==> src/rtl/enc_pkg.sv <==
// Shared definitions for the streaming priority encoder: state encoding and
// a constant log2 helper used to size the encoded index.
package enc_pkg;

  // Controller states: waiting for a word, or emitting its beats.
  typedef enum logic {
    IDLE = 1'b0,
    BUSY = 1'b1
  } state_t;

  // Ceiling log2 for elaboration-time width derivation.
  // Returns the smallest r with 2**r >= value. Values 0 and 1 give 0.
  function automatic int clog2(input int value);
    int r;
    r = 0;
    for (int i = 0; i < 31; i++) begin
      if ((32'sd1 <<< i) < value) begin
        r = i + 1;
      end else begin
        r = r;
      end
    end
    return r;
  endfunction

endpackage

==> src/rtl/penc_lsb.sv <==
// Combinational lowest-set-bit encoder.
// Reports the index of the lowest set bit, whether any bit is set, and
// whether exactly one bit is set.
module penc_lsb
  import enc_pkg::*;
#(
  parameter int N = 4
) (
  input  logic [N-1:0]          iVec,
  output logic [clog2(N)-1:0]   oIdx,
  output logic                  oAny,
  output logic                  oOne
);

  localparam int W = clog2(N);

  logic          found;
  logic [N-1:0]  vec_minus_one;
  logic [N-1:0]  low_cleared;

  // Scan upward and latch the first set bit found; later bits cannot override it.
  always_comb begin
    oIdx  = {W{1'b0}};
    found = 1'b0;
    for (int k = 0; k < N; k++) begin
      if (iVec[k] && !found) begin
        oIdx  = W'(k);
        found = 1'b1;
      end else begin
        found = found;
      end
    end
  end

  // Clearing the lowest set bit leaves zero only when at most one bit was set.
  always_comb begin
    vec_minus_one = iVec - {{(N-1){1'b0}}, 1'b1};
    low_cleared   = iVec & vec_minus_one;
    oAny          = (iVec != {N{1'b0}});
    oOne          = oAny && (low_cleared == {N{1'b0}});
  end

endmodule

==> src/rtl/penc_stream.sv <==
// Streaming priority encoder: accepts a multi-hot word and emits one index per
// set bit, lowest first, on a valid/ready output port. An all-zero word yields
// a single beat flagged by oZero. All outputs are decoded from registers only.
module penc_stream
  import enc_pkg::*;
#(
  parameter int N = 4,
  parameter int W = clog2(N)
) (
  input  logic          iClk,
  input  logic          iRst,
  input  logic [N-1:0]  iVec,
  input  logic          iVecValid,
  output logic          oVecReady,
  output logic [W-1:0]  oEnc,
  output logic          oEncValid,
  input  logic          iEncReady,
  output logic          oLast,
  output logic          oZero
);

  state_t        state;
  logic [N-1:0]  pend;
  logic          zflag;

  logic [W-1:0]  lsb_idx;
  logic          lsb_any;
  logic          lsb_one;
  logic [N-1:0]  clr_mask;
  logic          busy;
  logic          beat_last;

  penc_lsb #(
    .N (N)
  ) u_lsb (
    .iVec (pend),
    .oIdx (lsb_idx),
    .oAny (lsb_any),
    .oOne (lsb_one)
  );

  // Decode the per-beat view of the pending word; lsb_any only qualifies the
  // clear mask so an empty pend never clears a stray bit.
  always_comb begin
    busy      = (state == BUSY);
    beat_last = zflag || lsb_one;
    clr_mask  = {N{1'b0}};
    if (lsb_any) begin
      clr_mask[lsb_idx] = 1'b1;
    end else begin
      clr_mask = {N{1'b0}};
    end
  end

  // State, pending bits and zero flag; reset wins over any handshake.
  always_ff @(posedge iClk) begin
    if (iRst) begin
      state <= IDLE;
      pend  <= {N{1'b0}};
      zflag <= 1'b0;
    end else begin
      case (state)
        IDLE: begin
          if (iVecValid) begin
            pend  <= iVec;
            zflag <= (iVec == {N{1'b0}});
            state <= BUSY;
          end
        end
        BUSY: begin
          // Input word is ignored here; upstream holds it until ready.
          if (iEncReady) begin
            pend <= pend & ~clr_mask;
            if (beat_last) begin
              state <= IDLE;
              zflag <= 1'b0;
            end
          end
        end
        default: begin
          state <= IDLE;
          pend  <= {N{1'b0}};
          zflag <= 1'b0;
        end
      endcase
    end
  end

  // Output decode from registered state only; nothing feeds through from inputs.
  always_comb begin
    oVecReady = !busy;
    oEncValid = busy;
    if (busy && !zflag) begin
      oEnc = lsb_idx;
    end else begin
      oEnc = {W{1'b0}};
    end
    oLast = busy && beat_last;
    oZero = busy && zflag;
  end

endmodule

==> config.mk <==
export PLATFORM = sky130hd
export DESIGN_NAME = penc_stream
export DESIGN_NICKNAME = d
export VERILOG_FILES = /design/src/rtl/enc_pkg.sv /design/src/rtl/penc_lsb.sv /design/src/rtl/penc_stream.sv
export SDC_FILE = /design/constraint.sdc
export NUM_CORES = 1
export LEC_CHECK = 0
export ABC_AREA = 1
export CAP_MARGIN = 0
export CORE_AREA = 2 2 39 41
export CTS_CLUSTER_SIZE = 8
export DETAILED_ROUTE_END_ITERATION = 16
export DIE_AREA = 0 0 41 43
export SETUP_SLACK_MARGIN = 0.02
export SLEW_MARGIN = 20
export SYNTH_ARGS = -nofsm -noshare
export SYNTH_HDL_FRONTEND = slang
export SYNTH_SLANG_ARGS = --single-unit
==> constraint.sdc <==
create_clock -name iClk -period 1.2 [get_ports iClk]
set_input_delay 0.12 -clock iClk [delete_from_list [all_inputs] [get_ports iClk]]
set_output_delay 0.12 -clock iClk [all_outputs]
set_load 0.02 [all_outputs]
Yosys cells after proc, flatten, opt, wreduce, memory -nomap -nowiden. Cells that the tools add are included. Widths: inputs -> output; s select.

Reduce and logical (&&, ||, !) cells: 19. Equality and inequality tests: 3. Multiplexer cells: 21. $lt $le $gt $ge: 2. $add $sub $neg: 1. Bitwise logic cells: 4.

Operators by type and width (count): $mux 4 (3); $mux 1 (11); $and 4x4->4 (2); $logic_and 1x1->1 (8); $logic_not 4->1 (2); $pmux 4 s2 (1); $mux 2 (3); $logic_not 1->1 (5); $ne 2x2->1 const B (2); $not 4->4 (1); $pmux 1 s2 (2); $reduce_bool 4->1 (1); $sub 4x1->4 const B (1); $lt 2x3->1 const B (1); $reduce_and 3->1 (1); $demux 1 s2 (1); $ge 2x1->1 const B (1); $ne 2x1->1 const B (1); $reduce_and 2->1 (1); $logic_or 1x1->1 (1); $not 1->1 (1).

Register bits after elaboration: 6. Output and inout port bits: 6. Bits of input ports: 8.

Depth between registers and ports, before layout. Gate-level depths: netlist (run 1).

Word-level depth: 19. Depth in mapped cells: 6. Depth with buffers taken out: 6.

By module. From an unflattened synthesis (run 1), not the netlist that was laid out.

Cells, all modules: 75. Area, all modules: 431.7 um^2.

Modules (own cells, without submodules): penc_stream (area each 359.1 um^2, cells each 58, instances 1); penc_lsb (area each 72.6 um^2, cells each 17, instances 1).

Worst setup path before layout (run 1). No wires, ideal clock.

Path type: reg2out. Start point: register state, in the netlist oEncValid. End point: output port oEnc[1]. Data required time: 1.080 ns. Arrival: 1.275 ns. Cell stages (with the launch flop): 3. Path buffers: 0. Path slack: -0.195 ns. Cell sequence: dfxtp_1 -> nand2_1 -> nor4_1.

Longest elaborated chain between the ends: 2.

Ends and longest elaborated chain: from (decl) (RTL line penc_stream.sv:22) `state_t state;`; from (signal assigned) (RTL line penc_stream.sv:58) `state <= IDLE;`; from (signal assigned) (RTL line penc_stream.sv:67) `state <= BUSY;`; from (signal assigned) (RTL line penc_stream.sv:75) `state <= IDLE;`; $logic_and 1x1->1 (RTL line penc_stream.sv:93) `if (busy && !zflag) begin`; $mux 2 (RTL line penc_stream.sv:93); to (decl) (RTL line penc_stream.sv:15) `output logic [W-1:0] oEnc,`.

Every way passes these cells.

Worst setup path in the final report (run 1).
Start point: register pend[0]. End point: output port oLast.

Longest elaborated chain between the ends: 6. Elaborated cells between the ends (all ways): 7. Classes of those cells: add/sub (1); bitwise (1); reduce/logical (5).

Ends and longest elaborated chain: from (decl) (RTL line penc_stream.sv:23) `logic [N-1:0] pend;`; from (signal assigned) (RTL line penc_stream.sv:59) `pend <= {N{1'b0}};`; from (signal assigned) (RTL line penc_stream.sv:65) `pend <= iVec;`; from (signal assigned) (RTL line penc_stream.sv:73) `pend <= pend & ~clr_mask;`; $sub 4x1->4 (RTL line penc_lsb.sv:37) `vec_minus_one = iVec - {{(N-1){1'b0}}, 1'b1};`; $and 4x4->4 (RTL line penc_lsb.sv:38) `low_cleared = iVec & vec_minus_one;`; $logic_not 4->1 (RTL line penc_lsb.sv:40) `oOne = oAny && (low_cleared == {N{1'b0}});`; $logic_and 1x1->1 * (RTL line penc_lsb.sv:40); $logic_or 1x1->1 * (RTL line penc_stream.sv:46) `beat_last = zflag || lsb_one;`; $logic_and 1x1->1 * (RTL line penc_stream.sv:98) `oLast = busy && beat_last;`; to (decl) (RTL line penc_stream.sv:18) `output logic oLast,`.

Mark *: on every way between the ends. The rest lies on a longest branch, timed or not.

==> summary.md, run 1 <==
| Metric | Value |
|---|---|
| Tot GR Track Use | 14.2% |
| Avg Cell Area, Syn | ~6.4 um^2 |
| Layout cell share with drive strength beyond 1 | about two fifths |
| Core area | 0.00138 mm^2 |
| Non-filler cells, final | 100 |
| PnR worst setup slack | -0.121 ns |
| Critical Path RT | between 1 and 1.5 ns |
| Power per cell area | 1030 mW/mm^2 |
| Synth Area in Simple Gates | a little over a third |
| Net Count, Synth | 65 |
| Clk_skew | about 0.0073 ns |
| # diodes | 0 |
| Initial antenna violation count | 0 |
| CTS root buf | clkbuf_4 |
| Detail Route met2 WL | about 470 um |
| Number of global-route vias before repair | around 430 |
| Failing checks | negative setup slack |
| Post-synth top flop | dfxtp_1 |
| Starting DRT DRC Count | 3 |
| Via count | about 440 |
| Placed Cells | 97 |
| WL met1 | roughly 380 um |
| Drc violations | 0 |
| CTS tree | done |
| Largest net degree at the start of global routing | 7 |
| Area Growth Syn to Fin | 75.3% |
| Outcome | finished with violations |
| Maximum fanout along the worst path | 4 |
| Rows | 14 |
| Distinct cells, synth | 17 |
| Via-per-instance ratio | approximately 4.4 |
| Starting Density | between 20% and 30% |
| Die Height | about 43 um |
| Critical-path cell list | nor2_4, nor2_1, nor2_1, nand3_2, a21oi_2, buf_4 |
| Unrepaired setup endpoints after global routing | true |
| Synth async-reset ratio | 0% |
| Cell count after synthesis | between 50 and 60 |
| H-tree depth | 1 |
| Final Hold Viols | 0 |
| Compound-Gate Fraction of Synth Area | 20.3% |
| Post-Syn Area | 364 um^2 |
| Worst EP arrival | roughly 1.2 ns |
| Seq cells post-synth | 6 |
| CTS clk-pin slew, worst paths | roughly 0.05 ns |
| Crit share post-route | 110% |
| Drt first pass iters | 3 |
| Synthesized-area fraction occupied by adder cells | 0% |
| Max layer used | met4 |
| Final Max Tran Viols | 0 |
| Finished Cell Area | approximately 640 um^2 |
| Max-Cap Viols | 0 |
| Die area | between 0.0015 and 0.002 mm^2 |
| Main combinational cell family by area after synthesis | simple AND/OR/NAND/NOR gates |
| Die X | 41 um |
| Synth Warn # | 0 |
| IO Pins | 14 |
| Post-Route WL | about 930 um |
| Post-synth EDFFs | 0 |
| Final Critical Period | 1.32 ns |
| Min Hold Slack | 0.452 ns |
| Leakage | roughly 0.00033 uW |
| DRT antenna net count | 0 |
| Max stage delay on crit path | about 0.34 ns |
| CP max stage cell | dfxtp_2 |
| Most common cell after layout, fill and taps aside | nand2_1 |
| Top delay family on crit path | simple AND/OR/NAND/NOR gates |
| Worst slew margin | 83.6% |
| CP endpoint kind | primary output |
| CP dominant cell by count | nor2_1 |
| Port Buffer Count | 13 |
| Commonest cells after routing, fill and taps aside | nand2_1 (16), buf_4 (14), inv_1 (9) |
| Num CTS Buffers | 3 |
| RePlAce Congestion | 0.755 |
| Mux contribution to synthesized area | 0% |
| Slew @ Worst Pin | around 0.24 ns |
| DPL Wire Length | about 760 um |
| First-pass GRT wire length | about 1600 um |
| Post-layout nets | 94 |
| Total grt overflow | 0 |
| Peak Freq | ~760 MHz |
| Setup Viol. Count Final | 2 |
| Area after DPL | between 600 and 700 um^2 |
| Hold crit path type | in2reg |
| Clk_lat worst skew | between 0.2 and 0.3 ns |
| CP Launch Type | flip-flop |
| Routed wl met3 | 39 um |
| Post-DR wirelength/cell | 9.26 um |
| WS Path Type | reg2out |
| Clock Path Buffers | 2 |
| Buf/Inv on CP | 1 |
| # clock sinks | 6 |
| Max IR drop VDD | between 0.0004 and 0.0005 V |
| Seq/Total Area, Yosys | between 30% and 40% |
| XOR/XNOR Fraction of Synth Area | 0% |
==> worst paths after layout <==
kind	startpoint	endpoint	slack, ns	depth (start not counted)
worst max-delay path	pend[0]	oLast	-0.12	6
worst min-delay path	iVec[0]	pend[0]	0.45	3
worst max register to register	oEncValid	pend[3]	0.14	7
worst min register to register	pend[0]	pend[0]	0.50	2
==> power by group <==
group | leakage [uW] | switching [uW] | internal [uW]
Combinational | 0.000263 | 117 | 111
Clock | 0.0000138 | 76.9 | 113
Sequential | 0.0000504 | 17.9 | 218
==> stage by stage <==
step	total power (uW)	util [%]	setup slack, ns	setup TNS [ns]
finish	655	46.1	-0.121	-0.176
global route	704	46.1	-0.221	-0.373
CTS	657	46.0	-0.127	-0.279
detailed placement	465	44.3	-0.403	-0.873
global placement	465	44.3	-0.377	-0.826
floorplan	353	-	0.0896	0
==> worst register-to-register path: stages (launching register included) <==
cell and delay, ns:
dfxtp_2 0.35, inv_2 0.05, buf_4 0.15, nand2_4 0.07, nand2_4 0.07, o21ai_2 0.10
o21bai_1 0.11, inv_1 0.05
==> logic make-up after synthesis <==
group	after synthesis
buffers and inverters	11
DFF	6
AOI/OAI and AO/OA	12
and+or+nand+nor	28
==> registers in the layout, indices dropped and copies added, names as in the netlist <==
| name | count |
|---|---|
| pend | 4 |
| oEncValid | 1 |
| zflag | 1 |
==> layout make-up <==
class	instances	area, um^2
repair buffers	24	198
well taps	16	20.0
fillers	139	746
multi-input cells	40	233
flip-flops and latches	6	124
inverters	11	41.3
clock buffers	3	22.5
==> timing repair <==
item / in CTS / in global routing
setup buffers: 0 / 0
endpoints found under the setup margin: 6 / 3
pin swaps: 2 / 0
resized for setup: 24 / 4
hold buffers: 0 / 0
==> Yosys cell counts, types with 2 or more instances <==
master   count  area, um^2
nor2_1       4        15.0
nand3_1      2        10.0
nand2_1     17        63.8
dfxtp_1      6         120
nor4_1       2        12.5
inv_2        2        7.51
inv_1        9        33.8
a21oi_1      4        20.0
nand2_4      2        22.5
o21ai_0      2        10.0
==> metal layers <==
| layer | vias to the layer above | GRT usage, % |
|---|---|---|
| met5 | - | 0 |
| met4 | 0 | 12.0 |
| li1 | 238 | - |
| met2 | 13 | 22.8 |
| met3 | 4 | 1.57 |
| met1 | 184 | 15.2 |
Note: power is estimated with default switching activity, not from simulation.
==> run 2, diff against run 1 <==
--- a/config.mk
+++ b/config.mk
@@ -8,10 +8,9 @@
 export ABC_AREA = 1
 export CAP_MARGIN = 0
 export CORE_AREA = 2 2 39 41
-export CTS_CLUSTER_SIZE = 8
 export DETAILED_ROUTE_END_ITERATION = 16
 export DIE_AREA = 0 0 41 43
-export SETUP_SLACK_MARGIN = 0.02
+export SETUP_SLACK_MARGIN = 0.05
 export SLEW_MARGIN = 20
 export SYNTH_ARGS = -nofsm -noshare
 export SYNTH_HDL_FRONTEND = slang
==> constraint.sdc (replaced) <==
create_clock -name iClk -period 1.3 [get_ports iClk]
set_input_delay 0.13 -clock iClk [delete_from_list [all_inputs] [get_ports iClk]]
set_output_delay 0.13 -clock iClk [all_outputs]
set_load 0.02 [all_outputs]
==> run 2 against run 1 <==
The run still ends with negative setup slack left. Hold slack improved by 0.024 ns. Sequential power decreased by 7%. Clock skew decreased by 0.0024 ns. Design area increased by 3.3%. Non-clock buffer count decreased by 1. Register-to-register slack improved by 0.08 ns. Sequential cell count unchanged. Setup slack improved by 0.043 ns. Critical path type unchanged.
==> summary.md, run 2 (synthesis gave the netlist of run 1 again) <==
| Metric | Value |
|---|---|
| Core area | 0.00138 mm^2 |
| Die X | around 41 um |
| CTS clk-pin slew, worst paths | around 0.050 ns |
| First-pass GRT wire length | 1630 um |
| # clock sinks | 6 |
| Final Max Tran Viols | 0 |
| Flop-to-flop setup slack | 0.22 ns |
| Power per cell area | 973 mW/mm^2 |
| Peak Freq | ~730 MHz |
| Combinational group share of total power | a little over a third |
| Sequential share of power | roughly 34% |
| Final Critical Period | roughly 1.4 ns |
| CP Launch Type | flip-flop |
| Reg with most FFs | pend |
| Die Height | around 43 um |
| Finished Cell Area | 659 um^2 |
| Largest net degree at the start of global routing | 7 |
| Num CTS Buffers | 3 |
| Hold path cells | 2 |
| Clk_lat worst skew | between 0.2 and 0.3 ns |
| Port Buffer Count | 13 |
| CTS tree | done |
| Total grt overflow | 0 |
| Number of global-route vias before repair | roughly 380 |
| Via-per-instance ratio | about 4.5 |
| Endpoint, Worst Hold | zflag |
| Unrepaired setup endpoints after global routing | true |
| Crit share post-route | 106% |
| CTS root buf | clkbuf_4 |
| Max reg flops | 4 |
| DRT antenna net count | 0 |
| Initial antenna violation count | 0 |
| IO Pins | 14 |
| Net Switching | around 220 uW |
| Rows | 14 |
| Area after DPL | 601 um^2 |
| Clock Path Buffers | 2 |
| Post-layout nets | 93 |
| Post-Route WL | between 1000 and 1500 um |
| Max-Cap Viols | 0 |
| Failing checks | negative setup slack |
| RePlAce Congestion | between 0.7 and 0.8 |
| Critical Path RT | 1.17 ns |
| Outcome | finished with violations |
| # diodes | 0 |
| FF-to-FF End | pend[3] |
| Clk_skew | ~0.0050 ns |
| Tot GR Track Use | approximately 15% |
| Setup Buffers After CTS | 0 |
| Drt first pass iters | 4 |
| Layout cell share with drive strength beyond 1 | 45.8% |
| Most common cell after layout, fill and taps aside | nand2_1 |
| Worst hold start | iRst |
| Worst EP arrival | roughly 1.3 ns |
| Post-DR wirelength/cell | a little over 10 um |
| PnR worst setup slack | -0.0782 ns |
| Drc violations | 0 |
| Worst reg2reg path startpoint | oEncValid |
| Dpl ws | -0.331 ns |
| Hold crit path type | in2reg |
| Setup Viol. Count Final | 2 |
| Max IR drop VDD | approximately 0.00044 V |
| Slew @ Worst Pin | roughly 0.25 ns |
| Worst slew margin | around 83% |
| CP endpoint kind | primary output |
| Leakage | 0.000329 uW |
| Commonest cells after routing, fill and taps aside | nand2_1 (15), buf_4 (12), inv_1 (7), clkdlybuf4s50_1 (7), dfxtp_2 (5) |
| Area Growth Syn to Fin | 81.1% |
| Starting DRT DRC Count | 16 |
| Area occupied by multi-input gates | 255 um^2 |
| Clock share of power | 29.4% |
| H-tree depth | 1 |
| Fill count | about 150 |
| Sw Ratio | about 35% |
| Starting Density | between 20% and 30% |
| Via count | around 450 |
| R2r worst-path depth | 7 |
| Maximum fanout along the worst path | 4 |
| Hold buffers post-CTS | 0 |
| WS Path Type | reg2out |
| DPL Wire Length | roughly 800 um |
| Die area | 0.00176 mm^2 |
| P_int | between 400 and 500 uW |
| FF/Latch Area | between 100 and 150 um^2 |
| Final Hold Viols | 0 |
run 2: cell count changes in the layout (fill, tap and decap cells not counted), moves of 2 or more:
cell,before,now
dfxtp_1,3,1
inv_1,9,7
dfxtp_2,3,5
inv_2,2,4
buf_4,14,12
run 2: power by group through the flow:
stage,sequential [uW],combinational (uW),clock (uW)
after global routing,222,256,205
final,220,234,189
after CTS,217,207,195
after detailed placement,216,212,0
after global placement,216,212,0
after floorplan,222,100,0
run 2: per-stage QoR:
step	std cells	util (%)	power [uW]	hold slack, ns	TNS, ns
floorplan	57	-	323	0.192	0
global placement	96	43.4	428	0.484	-0.611
detailed placement	96	43.4	428	0.488	-0.630
CTS	99	45.0	619	0.471	-0.113
global route	99	47.6	683	0.484	-0.212
finish	99	47.6	642	0.476	-0.0801
run 2: metal layers:
layer	wire, um	track usage (%)	up-vias	part of all wire [%]
met3	43	4.71	5	4.2
met4	33	12.0	0	3.2
li1	-	-	239	-
met5	0	0	-	0
met1	441	18.6	189	43
met2	501	19.4	12	49
run 2: repair_timing:
action / in CTS / in global routing
setup endpoints to repair: 6 / 4
pin swaps: 0 / 2
resized for setup: 25 / 14
hold endpoints to repair: 0 / 0
run 2: worst max path at each step:
stage                    from     to  cells after the start
global route          pend[0]  oLast                      6
CTS                   pend[0]  oLast                      6
finish                pend[0]  oLast                      6
detailed placement    pend[0]  oLast                      6
global placement      pend[0]  oLast                      6
floorplan           oEncValid  oLast                      2
run 2: layout make-up:
class / instances / share of cell area (%)
Multi-Input combinational cell: 40 / 38.7
Timing Repair Buffer: 23 / 29.4
Sequential cell: 6 / 19.2
Inverter: 11 / 6.26
Clock buffer: 3 / 3.42
Tap cell: 16 / 3.04
run 2: critical path, cell delays in order (launching register included):
cell and delay [ns]:
dfxtp_2 0.34, nor2_4 0.12, nor2_1 0.06, nor2_1 0.11, nand3_2 0.09, a21oi_2 0.14, buf_4 0.15
